**config.mk**
```make
export PLATFORM = sky130hd
export DESIGN_NAME = inv_substitute_bytes
export DESIGN_NICKNAME = d
export VERILOG_FILES = /design/src/rtl/aes_pkg.sv /design/src/rtl/inv_substitute_bytes_inv_sbox.sv /design/src/rtl/inv_substitute_bytes.sv
export SDC_FILE = /design/constraint.sdc
export NUM_CORES = 1
export LEC_CHECK = 0
export BUFFER_PORTS_ARGS = -buffer_cell sky130_fd_sc_hd__buf_2
export CAP_MARGIN = 10
export CELL_PAD_IN_SITES_DETAIL_PLACEMENT = 1
export CELL_PAD_IN_SITES_GLOBAL_PLACEMENT = 2
export CORE_ASPECT_RATIO = 0.7
export CORE_MARGIN = 2
export CORE_UTILIZATION = 35
export CTS_BUF_LIST = sky130_fd_sc_hd__clkbuf_2
export CTS_CLUSTER_DIAMETER = 100
export CTS_CLUSTER_SIZE = 14
export DETAILED_ROUTE_END_ITERATION = 6
export GPL_ROUTABILITY_DRIVEN = 0
export PLACE_DENSITY = 0.79
export SYNTH_ARGS = -nofsm -noshare
export SYNTH_HDL_FRONTEND = slang
export SYNTH_SLANG_ARGS = --single-unit
```
**constraint.sdc**
```tcl
create_clock -name clk -period 4.05 [get_ports clk]
set_input_delay 0.6075 -clock clk [delete_from_list [all_inputs] [get_ports clk]]
set_output_delay 0.6075 -clock clk [all_outputs]
set_load 0.005 [all_outputs]
```
**src/rtl/aes_pkg.sv**
```systemverilog
// Shared AES constants: byte geometry, stage FSM encodings and the forward/inverse S-box tables.
package aes_pkg;

  localparam int AES_BYTES = 16;
  localparam int BYTE_W    = 8;

  localparam logic [1:0] ST_IDLE = 2'd0;
  localparam logic [1:0] ST_RUN  = 2'd1;
  localparam logic [1:0] ST_DONE = 2'd2;

  localparam logic [7:0] SBOX [256] = '{
    8'h63, 8'h7c, 8'h77, 8'h7b, 8'hf2, 8'h6b, 8'h6f, 8'hc5, 8'h30, 8'h01, 8'h67, 8'h2b, 8'hfe, 8'hd7, 8'hab, 8'h76,
    8'hca, 8'h82, 8'hc9, 8'h7d, 8'hfa, 8'h59, 8'h47, 8'hf0, 8'had, 8'hd4, 8'ha2, 8'haf, 8'h9c, 8'ha4, 8'h72, 8'hc0,
    8'hb7, 8'hfd, 8'h93, 8'h26, 8'h36, 8'h3f, 8'hf7, 8'hcc, 8'h34, 8'ha5, 8'he5, 8'hf1, 8'h71, 8'hd8, 8'h31, 8'h15,
    8'h04, 8'hc7, 8'h23, 8'hc3, 8'h18, 8'h96, 8'h05, 8'h9a, 8'h07, 8'h12, 8'h80, 8'he2, 8'heb, 8'h27, 8'hb2, 8'h75,
    8'h09, 8'h83, 8'h2c, 8'h1a, 8'h1b, 8'h6e, 8'h5a, 8'ha0, 8'h52, 8'h3b, 8'hd6, 8'hb3, 8'h29, 8'he3, 8'h2f, 8'h84,
    8'h53, 8'hd1, 8'h00, 8'hed, 8'h20, 8'hfc, 8'hb1, 8'h5b, 8'h6a, 8'hcb, 8'hbe, 8'h39, 8'h4a, 8'h4c, 8'h58, 8'hcf,
    8'hd0, 8'hef, 8'haa, 8'hfb, 8'h43, 8'h4d, 8'h33, 8'h85, 8'h45, 8'hf9, 8'h02, 8'h7f, 8'h50, 8'h3c, 8'h9f, 8'ha8,
    8'h51, 8'ha3, 8'h40, 8'h8f, 8'h92, 8'h9d, 8'h38, 8'hf5, 8'hbc, 8'hb6, 8'hda, 8'h21, 8'h10, 8'hff, 8'hf3, 8'hd2,
    8'hcd, 8'h0c, 8'h13, 8'hec, 8'h5f, 8'h97, 8'h44, 8'h17, 8'hc4, 8'ha7, 8'h7e, 8'h3d, 8'h64, 8'h5d, 8'h19, 8'h73,
    8'h60, 8'h81, 8'h4f, 8'hdc, 8'h22, 8'h2a, 8'h90, 8'h88, 8'h46, 8'hee, 8'hb8, 8'h14, 8'hde, 8'h5e, 8'h0b, 8'hdb,
    8'he0, 8'h32, 8'h3a, 8'h0a, 8'h49, 8'h06, 8'h24, 8'h5c, 8'hc2, 8'hd3, 8'hac, 8'h62, 8'h91, 8'h95, 8'he4, 8'h79,
    8'he7, 8'hc8, 8'h37, 8'h6d, 8'h8d, 8'hd5, 8'h4e, 8'ha9, 8'h6c, 8'h56, 8'hf4, 8'hea, 8'h65, 8'h7a, 8'hae, 8'h08,
    8'hba, 8'h78, 8'h25, 8'h2e, 8'h1c, 8'ha6, 8'hb4, 8'hc6, 8'he8, 8'hdd, 8'h74, 8'h1f, 8'h4b, 8'hbd, 8'h8b, 8'h8a,
    8'h70, 8'h3e, 8'hb5, 8'h66, 8'h48, 8'h03, 8'hf6, 8'h0e, 8'h61, 8'h35, 8'h57, 8'hb9, 8'h86, 8'hc1, 8'h1d, 8'h9e,
    8'he1, 8'hf8, 8'h98, 8'h11, 8'h69, 8'hd9, 8'h8e, 8'h94, 8'h9b, 8'h1e, 8'h87, 8'he9, 8'hce, 8'h55, 8'h28, 8'hdf,
    8'h8c, 8'ha1, 8'h89, 8'h0d, 8'hbf, 8'he6, 8'h42, 8'h68, 8'h41, 8'h99, 8'h2d, 8'h0f, 8'hb0, 8'h54, 8'hbb, 8'h16
  };

  localparam logic [7:0] INV_SBOX [256] = '{
    8'h52, 8'h09, 8'h6a, 8'hd5, 8'h30, 8'h36, 8'ha5, 8'h38, 8'hbf, 8'h40, 8'ha3, 8'h9e, 8'h81, 8'hf3, 8'hd7, 8'hfb,
    8'h7c, 8'he3, 8'h39, 8'h82, 8'h9b, 8'h2f, 8'hff, 8'h87, 8'h34, 8'h8e, 8'h43, 8'h44, 8'hc4, 8'hde, 8'he9, 8'hcb,
    8'h54, 8'h7b, 8'h94, 8'h32, 8'ha6, 8'hc2, 8'h23, 8'h3d, 8'hee, 8'h4c, 8'h95, 8'h0b, 8'h42, 8'hfa, 8'hc3, 8'h4e,
    8'h08, 8'h2e, 8'ha1, 8'h66, 8'h28, 8'hd9, 8'h24, 8'hb2, 8'h76, 8'h5b, 8'ha2, 8'h49, 8'h6d, 8'h8b, 8'hd1, 8'h25,
    8'h72, 8'hf8, 8'hf6, 8'h64, 8'h86, 8'h68, 8'h98, 8'h16, 8'hd4, 8'ha4, 8'h5c, 8'hcc, 8'h5d, 8'h65, 8'hb6, 8'h92,
    8'h6c, 8'h70, 8'h48, 8'h50, 8'hfd, 8'hed, 8'hb9, 8'hda, 8'h5e, 8'h15, 8'h46, 8'h57, 8'ha7, 8'h8d, 8'h9d, 8'h84,
    8'h90, 8'hd8, 8'hab, 8'h00, 8'h8c, 8'hbc, 8'hd3, 8'h0a, 8'hf7, 8'he4, 8'h58, 8'h05, 8'hb8, 8'hb3, 8'h45, 8'h06,
    8'hd0, 8'h2c, 8'h1e, 8'h8f, 8'hca, 8'h3f, 8'h0f, 8'h02, 8'hc1, 8'haf, 8'hbd, 8'h03, 8'h01, 8'h13, 8'h8a, 8'h6b,
    8'h3a, 8'h91, 8'h11, 8'h41, 8'h4f, 8'h67, 8'hdc, 8'hea, 8'h97, 8'hf2, 8'hcf, 8'hce, 8'hf0, 8'hb4, 8'he6, 8'h73,
    8'h96, 8'hac, 8'h74, 8'h22, 8'he7, 8'had, 8'h35, 8'h85, 8'he2, 8'hf9, 8'h37, 8'he8, 8'h1c, 8'h75, 8'hdf, 8'h6e,
    8'h47, 8'hf1, 8'h1a, 8'h71, 8'h1d, 8'h29, 8'hc5, 8'h89, 8'h6f, 8'hb7, 8'h62, 8'h0e, 8'haa, 8'h18, 8'hbe, 8'h1b,
    8'hfc, 8'h56, 8'h3e, 8'h4b, 8'hc6, 8'hd2, 8'h79, 8'h20, 8'h9a, 8'hdb, 8'hc0, 8'hfe, 8'h78, 8'hcd, 8'h5a, 8'hf4,
    8'h1f, 8'hdd, 8'ha8, 8'h33, 8'h88, 8'h07, 8'hc7, 8'h31, 8'hb1, 8'h12, 8'h10, 8'h59, 8'h27, 8'h80, 8'hec, 8'h5f,
    8'h60, 8'h51, 8'h7f, 8'ha9, 8'h19, 8'hb5, 8'h4a, 8'h0d, 8'h2d, 8'he5, 8'h7a, 8'h9f, 8'h93, 8'hc9, 8'h9c, 8'hef,
    8'ha0, 8'he0, 8'h3b, 8'h4d, 8'hae, 8'h2a, 8'hf5, 8'hb0, 8'hc8, 8'heb, 8'hbb, 8'h3c, 8'h83, 8'h53, 8'h99, 8'h61,
    8'h17, 8'h2b, 8'h04, 8'h7e, 8'hba, 8'h77, 8'hd6, 8'h26, 8'he1, 8'h69, 8'h14, 8'h63, 8'h55, 8'h21, 8'h0c, 8'h7d
  };

  function automatic logic [7:0] aes_sbox(input logic [7:0] b);
    return SBOX[b];
  endfunction

  function automatic logic [7:0] aes_inv_sbox(input logic [7:0] b);
    return INV_SBOX[b];
  endfunction

endpackage

```
**src/rtl/inv_substitute_bytes_inv_sbox.sv**
```systemverilog
// Combinational inverse S-box lookup; same port shape as the forward SBox.
module InvSBox
  import aes_pkg::*;
(
  input  logic [7:0] addr,
  output logic [7:0] dout
);

  assign dout = aes_inv_sbox(addr);

endmodule

```
**src/rtl/inv_substitute_bytes.sv**
```systemverilog
// Iterative AES InvSubBytes: LANES bytes per cycle, start/busy/done handshake, registered output.
module inv_substitute_bytes
  import aes_pkg::*;
#(
  parameter int LANES = 4
) (
  input  logic         clk,
  input  logic         reset_n,
  input  logic         start,
  input  logic [127:0] in,
  output logic [127:0] out,
  output logic         busy,
  output logic         done
);

  localparam int NSTEPS = AES_BYTES / LANES;
  localparam int CW     = (NSTEPS > 1) ? $clog2(NSTEPS) : 1;
  localparam logic [CW-1:0] LAST_STEP = CW'(NSTEPS - 1);

  if (LANES != 1 && LANES != 2 && LANES != 4 && LANES != 8 && LANES != 16) begin : g_bad_lanes
    $error("inv_substitute_bytes: LANES must be 1, 2, 4, 8 or 16");
  end

  logic [1:0]    r_state;
  logic [CW-1:0] r_step;
  logic [127:0]  r_in;
  logic [127:0]  r_work;
  logic [127:0]  r_out;
  logic          r_busy;
  logic          r_done;

  logic [3:0]    w_lane_idx  [LANES];
  logic [6:0]    w_lane_lsb  [LANES];
  logic [7:0]    w_lane_addr [LANES];
  logic [7:0]    w_lane_dout [LANES];
  logic [127:0]  w_merged;

  // Byte b lives at bits [127-8b -: 8], so its LSB offset is (15-b)*8 = {~b, 3'b000}.
  for (genvar gi = 0; gi < LANES; gi++) begin : g_lane
    assign w_lane_idx[gi]  = 4'(int'(r_step) * LANES + gi);
    assign w_lane_lsb[gi]  = {~w_lane_idx[gi], 3'b000};
    assign w_lane_addr[gi] = r_in[w_lane_lsb[gi] +: BYTE_W];

    InvSBox u_inv_sbox (
      .addr (w_lane_addr[gi]),
      .dout (w_lane_dout[gi])
    );
  end

  always_comb begin
    w_merged = r_work;
    for (int li = 0; li < LANES; li++) begin
      w_merged[w_lane_lsb[li] +: BYTE_W] = w_lane_dout[li];
    end
  end

  always_ff @(posedge clk or negedge reset_n) begin
    if (!reset_n) begin
      r_state <= ST_IDLE;
      r_step  <= '0;
      r_in    <= '0;
      r_work  <= '0;
      r_out   <= '0;
      r_busy  <= 1'b0;
      r_done  <= 1'b0;
    end else begin
      case (r_state)
        ST_RUN: begin
          r_work <= w_merged;
          if (r_step == LAST_STEP) begin
            r_out   <= w_merged;
            r_done  <= 1'b1;
            r_busy  <= 1'b0;
            r_step  <= '0;
            r_state <= ST_DONE;
          end else begin
            r_step <= r_step + 1'b1;
          end
        end
        // DONE accepts a new start exactly like IDLE, giving back-to-back blocks.
        default: begin
          r_done <= 1'b0;
          if (start) begin
            r_in    <= in;
            r_step  <= '0;
            r_busy  <= 1'b1;
            r_state <= ST_RUN;
          end else begin
            r_state <= ST_IDLE;
          end
        end
      endcase
    end
  end

  assign out  = r_out;
  assign busy = r_busy;
  assign done = r_done;

endmodule
```
======== Word-level counts from Yosys, hierarchy flattened ========
Memories as Yosys holds them, arrays and structs flattened.
Cells that the tools add are included.
storage, ports and cells
  flip-flop bits (word level) ............. 390
  bits in read-only memories .............. 8192
  output and inout bits ................... 130
  logic and storage cells ................. 74
  memories ................................ 4
memories
  memory            words  width  read ports  clocked after memory_dff  write ports  line           RTL
  (name not given)  256    8      1           0                         0            aes_pkg.sv:54  return INV_SBOX[b];
  (name not given)  256    8      1           0                         0            aes_pkg.sv:54
  (name not given)  256    8      1           0                         0            aes_pkg.sv:54
  (name not given)  256    8      1           0                         0            aes_pkg.sv:54
cells by class
  add/sub/neg operators ................... 8
  order comparisons ....................... 4
  eq/ne operators ......................... 3
  shift operators ......................... 12
  multiplexer cells ....................... 23
  bitwise logic cells ..................... 9
  reduce and logical (&&, ||, !) cells .... 4
operator list
  cell                     count
  $bwmux 128               4
  $shift 8x9->128 const A  4
  $shiftx 128x8->8         4
  $shiftx 8x9->128         4
  $mux 8                   8
  $ge 9x9->1 const B       4
  $neg 7->9                4
  $not 8->9                4
  $not 4->4                4
  $mux 2                   5
  $add 4x2->4 const B      2
  $mux 1                   6
  $reduce_and 2->1         3
  $add 4x1->4 const B      1
  $add 2x1->2 const B      1
  $eq 2x1->1 const B       1
  $eq 2x2->1 const B       1
  $ne 2x2->1 const B       1
  $reduce_bool 2->1        1
  $not 1->1                1

======== Depth between registers and ports, before layout ========
  depth after elaboration ................. 11
  depth in mapped cells ................... 19
  gate-level depth less buffers ........... 12

======== Hierarchy ========
A second synthesis with hierarchy kept.
unflattened totals
  cells, all modules ...................... 3290
  area, all modules ....................... 28553.6 µm²
by module, submodules not included
  module                              times used  cells an instance  area each (µm²)  seq. area each (µm²)
  inv_substitute_bytes                1           1115               14599.0          8933.6
  InvSBox (g_lane[2].u_inv_sbox ...)  2           545                3368.2           0.0
  InvSBox (g_lane[0].u_inv_sbox)      1           554                3763.6           0.0
  InvSBox (g_lane[1].u_inv_sbox)      1           531                3454.6           0.0

======== Worst setup path after synthesis ========
Ideal clock, no wire load.
  path kind ............................... register to register
  from .................................... register r_step[1]
  to ...................................... register r_out[51] (netlist: out[51])
  setup time .............................. 0.126 ns
  arrival ................................. 3.918 ns
  data required time ...................... 3.924 ns
  slack ................................... 0.007 ns
  cell stages (with the launch flop) ...... 17
  buffers on the path ..................... 6
  clock period less this slack ............ 4.043 ns
  cell sequence ........................... dfrtp_1 buf_4 buf_6 mux4_2 clkbuf_1 clkbuf_1 inv_1 ha_1 clkbuf_1 xnor2_1 and2_1 o221a_2 a311o_1 a2111oi_0 or4_1 buf_2 a221o_1
between the ends
  cells in the longest elaborated chain, start to end .. 11
  elaborated cells between the ends (all ways) .. 45
RTL lines
  what                                                              line                                                    RTL
  start, declared                                                   inv_substitute_bytes.sv:25                              logic [CW-1:0] r_step;
  start signal, assigned                                            inv_substitute_bytes.sv:77                              r_step <= r_step + 1'b1;
  $add 4x1->4 or $not 4->4 (tied branches)                          inv_substitute_bytes.sv:40, inv_substitute_bytes.sv:41
  $not 4->4 or $shiftx 128x8->8 (tied branches)                     inv_substitute_bytes.sv:41, inv_substitute_bytes.sv:42
  $shiftx 128x8->8 or $not 8->9 (tied branches)                     inv_substitute_bytes.sv:42, aes_pkg.sv:54
  $not 8->9 (implied by the code) or $mem_v2 256x8 (tied branches)  --
  $mem_v2 256x8 or $mux 8 (tied branches)                           --
  $mux 8 (implied by the code)                                      aes_pkg.sv:54
  $mux 8 (implied by the code) or $shiftx 8x9->128 (tied branches)  aes_pkg.sv:54, inv_substitute_bytes.sv:53
  $shiftx 8x9->128 or $bwmux 128 (tied branches)                    inv_substitute_bytes.sv:53                              w_merged[w_lane_lsb[li] +: BYTE_W] = w_lane_dout[li];
  $bwmux 128 (3 in a row)                                           inv_substitute_bytes.sv:53
  end signal, assigned                                              inv_substitute_bytes.sv:71                              r_out <= w_merged;
  end, declared                                                     inv_substitute_bytes.sv:28                              logic [127:0] r_out;
Parallel ways exist; a longest one is shown, timed or not. The select of a mux whose other input is x is not followed.
A chain may end at the register's enable or synchronous reset.

======== Worst setup path after layout ========
  from .................................... register r_step[0]
  to ...................................... register r_work[96]
between the ends
  cells in the longest elaborated chain, start to end .. 11
  elaborated cells between the ends (all ways) .. 43
RTL lines
  what                                                              line                                                    RTL
  $add 4x1->4 or $not 4->4 (tied branches)                          inv_substitute_bytes.sv:40, inv_substitute_bytes.sv:41
  $not 4->4 or $shiftx 128x8->8 (tied branches)                     inv_substitute_bytes.sv:41, inv_substitute_bytes.sv:42
  $shiftx 128x8->8 or $not 8->9 (tied branches)                     inv_substitute_bytes.sv:42, aes_pkg.sv:54
  $not 8->9 (implied by the code) or $mem_v2 256x8 (tied branches)  --
  $mem_v2 256x8 or $mux 8 (tied branches)                           --
  $mux 8 (implied by the code)                                      aes_pkg.sv:54
  $mux 8 (implied by the code) or $shiftx 8x9->128 (tied branches)  aes_pkg.sv:54, inv_substitute_bytes.sv:53
  $shiftx 8x9->128 or $bwmux 128 (tied branches)                    inv_substitute_bytes.sv:53
  $bwmux 128 (2 in a row)                                           inv_substitute_bytes.sv:53
  $bwmux 128 (*)                                                    inv_substitute_bytes.sv:53
  end signal, assigned                                              inv_substitute_bytes.sv:69                              r_work <= w_merged;
  end, declared                                                     inv_substitute_bytes.sv:27                              logic [127:0] r_work;
Every way passes the cells marked *; elsewhere a longest branch is shown, timed or not. The select of a mux whose other input is x is not followed.

==> flow_results.org <==
** Outcome
- Result of the run :: finished with violations
- The final reports fail on setup timing.

** Route
- The detailed router finished its first iteration with 4211 violations.
- In the routed layout, each cell is associated on average with a via count of roughly 6.5.
- Post-route DRC violation count :: 0
- Total wire length :: 148000 µm
- Once detail routing completed, the nets flagged for antenna violations numbered 0.
- The pre-antenna-repair detailed-routing pass consisted of 6 iterations.
- Routed len/inst :: 29.3 µm
- Top routing layer used :: met5
- Metal-1 WL :: 62400 µm
- DR vias :: about 33000
- The routed design uses 61300 µm of met2 wire.
- Met3 wire len :: between 15000 and 20000 µm

** Clocking
- The cell sitting at the root of the clock tree is a sky130_fd_sc_hd__clkbuf_2.
- Clock tree from TritonCTS :: built
- Clock-pin slew of the registers on the worst-case setup and hold paths :: 0.25 ns
- H-tree levels :: 1
- No sink is reached through more buffers than the 3 on the longest clock path.
- Number of sinks driven by the clock tree :: around 370
- TritonCTS Buffers :: 31
- Worst-Skew Late Latency :: 1.39 ns

** Timing
- Clock period minus final worst setup slack :: a little over 4 ns
- Setup repair after global routing missed its margin :: yes
- The number of pins exceeding their max-slew limit in the final report came to 0.
- Worst setup slack after layout :: -0.0628 ns
- For the pin with the worst max-slew slack, the measured transition is approximately 1.3 ns.
- Static timing analysis puts the maximum clock frequency at 0.243 GHz.
- Share of the cycle needed by the critical path after routing :: 102%
- Clock skew on the completed layout was measured at ~0.19 ns.
- Final number of setup-violating endpoints :: 6
- Headroom to the max-slew limit came out at 12.9%.
- Fin. Hold Viols :: 0

** Yosys
- Mean Syn Cell Area :: 8.51 µm²
- Sequential cells were found to cover between 30% and 40% of the synthesized design area.
- Counting flops with a built-in enable in the synthesized netlist gives 0.
- By area, the combinational part of the netlist is dominated by compound AO/OA/AOI/OAI gates.
- Simple-gate share of the synthesized area :: 16.9%
- Post-synthesis share of cell area spent on full adders, half adders and majority gates :: between 3 and 4%
- In this run, synthesis produced a sequential element count of ~370.
- The synthesized netlist devotes 0.452% of its cell area to XOR and XNOR gates.
- For this run, the number of Yosys warnings is 0.
- Count of different cell masters after synthesis :: 94
- Counting flops with an async set or reset pin after synthesis yields a share of 100%.
- The cell count after synthesis came out at 3414.
- The synthesized netlist devotes 29.8% of its cell area to compound gates.
- Measured against the total synthesized area, the mux share comes to 11.5%.
- Cell area after synthesis :: 0.0291 mm²
- For this run, the leading register cell type out of synthesis is sky130_fd_sc_hd__dfrtp_1.
- Synthesized netlist net count :: 3621

** Setup path
- Slowest cell on the critical path :: sky130_fd_sc_hd__dfrtp_4
- Origin of the critical flop-to-flop path :: r_step[0]
- Traced cell by cell, the critical path runs through buf_4 -> mux4_2 -> buf_12 -> ha_1 -> buf_4 -> and2_1 -> o311ai_0 -> o31ai_1 -> a21oi_1 -> a211o_1 -> o2111ai_1 -> buf_4 -> o21ai_0.
- Crit-path max cell delay :: 0.61 ns
- Required time worst endpoint :: 5.22 ns
- In this run the worst path has a maximum fanout of 33.
- CP dominant cell by count :: sky130_fd_sc_hd__buf_4
- STA classifies the critical path startpoint as a register.
- Category of the critical setup timing path :: reg2reg
- STA puts the critical path data arrival time at 5.28 ns.
- Startpoint of the worst setup timing path :: r_step[0]
- Critical path endpoint category :: register
- Register-to-register setup slack :: -0.06 ns

** Die
- Area enclosed by the die boundary :: 0.0854 mm²
- 261 I/O pins were placed.
- Height of the chip :: 245 µm
- For this configuration, the core starts out at a cell density of 35.3%.
- Area of the core :: 0.0824 mm²
- The die is 348 µm wide.
- Site Rows :: a little under 90

** Flow run
- The tool flagged a number of max-cap violations equal to 0.

** Final layout
- Post-Route Utilization :: 43.6%
- The post-route netlist has 22.5% of its cells at a drive strength greater than 1.
- Area delta synth->final :: 23.6%
- The finished cells cover 0.0359 mm².
- For this run, the post-layout net count is 4146.

** Place
- After detailed placement, the total cell area comes to 0.0329 mm².
- Buffers placed on the I/O ports in this run total 260.
- Summed over all nets, the half-perimeter wirelength after detailed placement is just over 100000 µm.

** Min path
- The worst hold path begins at in[94].
- The tightest min-delay check is of the in2reg type.

** Global routing
- Total congestion overflow :: 0
- Pin count of the biggest net entering global routing :: 98
- The initial antenna violation count is 11.
- The via count of the first global-routing pass came to approximately 33000.
- In the global route stage, overall resource usage came out at 33.5%.
- Wire length of the first global-routing pass :: 221000 µm
## per-stage QoR
step | std cells | setup WS (ns) | setup TNS (ns) | hold slack [ns]
2_1_floorplan | 3414 | 0.00652 | 0 | 0.312
3_3_place_gp | 4717 | -0.0213 | -0.105 | 0.449
3_5_place_dp | 4717 | -0.107 | -0.507 | 0.456
4_1_cts | 5013 | 0.0216 | 0 | 0.00231
5_1_grt | 5031 | -0.0137 | -0.0396 | 0.0149
6_report | 5033 | -0.0628 | -0.244 | 0.0647
## flip-flops by register name, summed over array words and instances (netlist names)
register / cells
busy: 1
out: 128
r_in: 128
r_state: 2
r_step: 2
r_work: 104
## layout make-up
class / instances / area [µm²]
fill: 9704 / 46400
multi-input combinational: 2629 / 18100
sequential: 365 / 9140
timing repair buffer: 861 / 6890
tap: 1080 / 1350
inverter: 51 / 194
clock buffer: 33 / 165
clock inverter: 4 / 65.1
antenna: 10 / 25.0
## layout by cell type, fill, tap and decap left out, drive strengths merged, types with 28 or more instances in the layout
master / instances
a211oi: 58
a21o: 35
a21oi: 224
a221o: 28
a221oi: 30
a22o: 60
a311oi: 30
a31oi: 61
and2: 33
buf: 604
clkbuf: 33
dfrtp: 365
dlygate4sd3: 257
ha: 76
inv: 47
mux2: 158
mux2i: 90
mux4: 29
nand2: 363
nand2b: 67
nand3: 76
nand3b: 39
nor2: 194
nor2b: 34
nor3: 58
nor3b: 62
o211ai: 78
o21ai: 294
o221ai: 42
o22ai: 35
o311ai: 44
## Yosys cell counts (18+ instances only)
library cell                count  area share, %
sky130_fd_sc_hd__a31oi_1       61            1.3
sky130_fd_sc_hd__mux2i_1       89            3.1
sky130_fd_sc_hd__inv_1         43           0.56
sky130_fd_sc_hd__mux4_2        29            2.2
sky130_fd_sc_hd__nand3b_1      39            1.0
sky130_fd_sc_hd__nand3_1       76            1.3
sky130_fd_sc_hd__a21oi_1      224            3.9
sky130_fd_sc_hd__nand2_1      363            4.7
sky130_fd_sc_hd__o211ai_1      78            2.0
sky130_fd_sc_hd__o31ai_1       25           0.65
sky130_fd_sc_hd__a221o_1       28           0.96
sky130_fd_sc_hd__buf_1         23           0.30
sky130_fd_sc_hd__o221ai_1      42            1.3
sky130_fd_sc_hd__and2_1        29           0.62
sky130_fd_sc_hd__buf_2        112            1.9
sky130_fd_sc_hd__nor2b_1       34           0.73
sky130_fd_sc_hd__mux2_2       157            6.1
sky130_fd_sc_hd__nor2_1       193            2.5
sky130_fd_sc_hd__o21ai_0      286            4.9
sky130_fd_sc_hd__nor3_1        58            1.0
sky130_fd_sc_hd__a211oi_1      57            1.5
sky130_fd_sc_hd__a22o_1        60            1.8
sky130_fd_sc_hd__dfrtp_1      365             31
sky130_fd_sc_hd__o2111ai_1     25           0.75
sky130_fd_sc_hd__nand2b_1      67            1.4
sky130_fd_sc_hd__buf_4         21           0.54
sky130_fd_sc_hd__a311oi_1      29           0.87
sky130_fd_sc_hd__a21o_1        35           0.90
sky130_fd_sc_hd__and3_1        20           0.43
sky130_fd_sc_hd__nor3b_1       62            1.6
sky130_fd_sc_hd__o311ai_0      38            1.1
sky130_fd_sc_hd__ha_1          76            3.3
sky130_fd_sc_hd__clkbuf_1     197            2.5
sky130_fd_sc_hd__a221oi_1      29           0.87
sky130_fd_sc_hd__o22ai_1       33           0.71
sky130_fd_sc_hd__or2_2         18           0.39
## routing by layer
layer | GRT usage (%) | up-vias
li1 | - | 13900
met1 | 46.6 | 16300
met2 | 48.9 | 2172
met3 | 10.8 | 430
met4 | 10.8 | 6
met5 | 0 | -
## worst max-delay path: cells and delay by family (launching register included)
kind            cells  cell delay (ns)
fa+ha+maj           1             0.23
mux                 1             0.55
simple gates        1             0.23
flops               1             0.61
buf+inv             4             0.84
compound gates      6             1.51
## final timing paths
check | end | cells after the start
setup reg to reg | r_work[96] | 13
max in group asynchronous | r_step[1] | 4
hold / removal | r_in[94] | 3
min in group asynchronous | r_work[91] | 4
hold reg to reg | out[67] | 2
setup / recovery | r_work[96] | 13
## logic make-up (layout without fill, tap and decap cells)
group                      after synthesis  in the layout
AOI/OAI and AO/OA                     1249           1249
xor gates and xnor gates                15             15
adders and majority gates               76             76
buffers and inverters                  420            949
DFF                                    365            365
muxes                                  277            277
other                                    0             10
and+or+nand+nor                       1012           1012
## what timing repair did
item / in CTS / in global routing
buffers inserted: 1 / 10
setup endpoints to repair: 6 / 81
pin swaps: 0 / 1
gates resized for setup: 2 / 10
gates cloned: 0 / 0
hold buffers: 258 / 0
endpoints found under the hold margin: 497 / 0
Power is left out: the tool's default activity adds up to more than one toggle a clock period on the data nets, which glitch-free logic cannot reach.
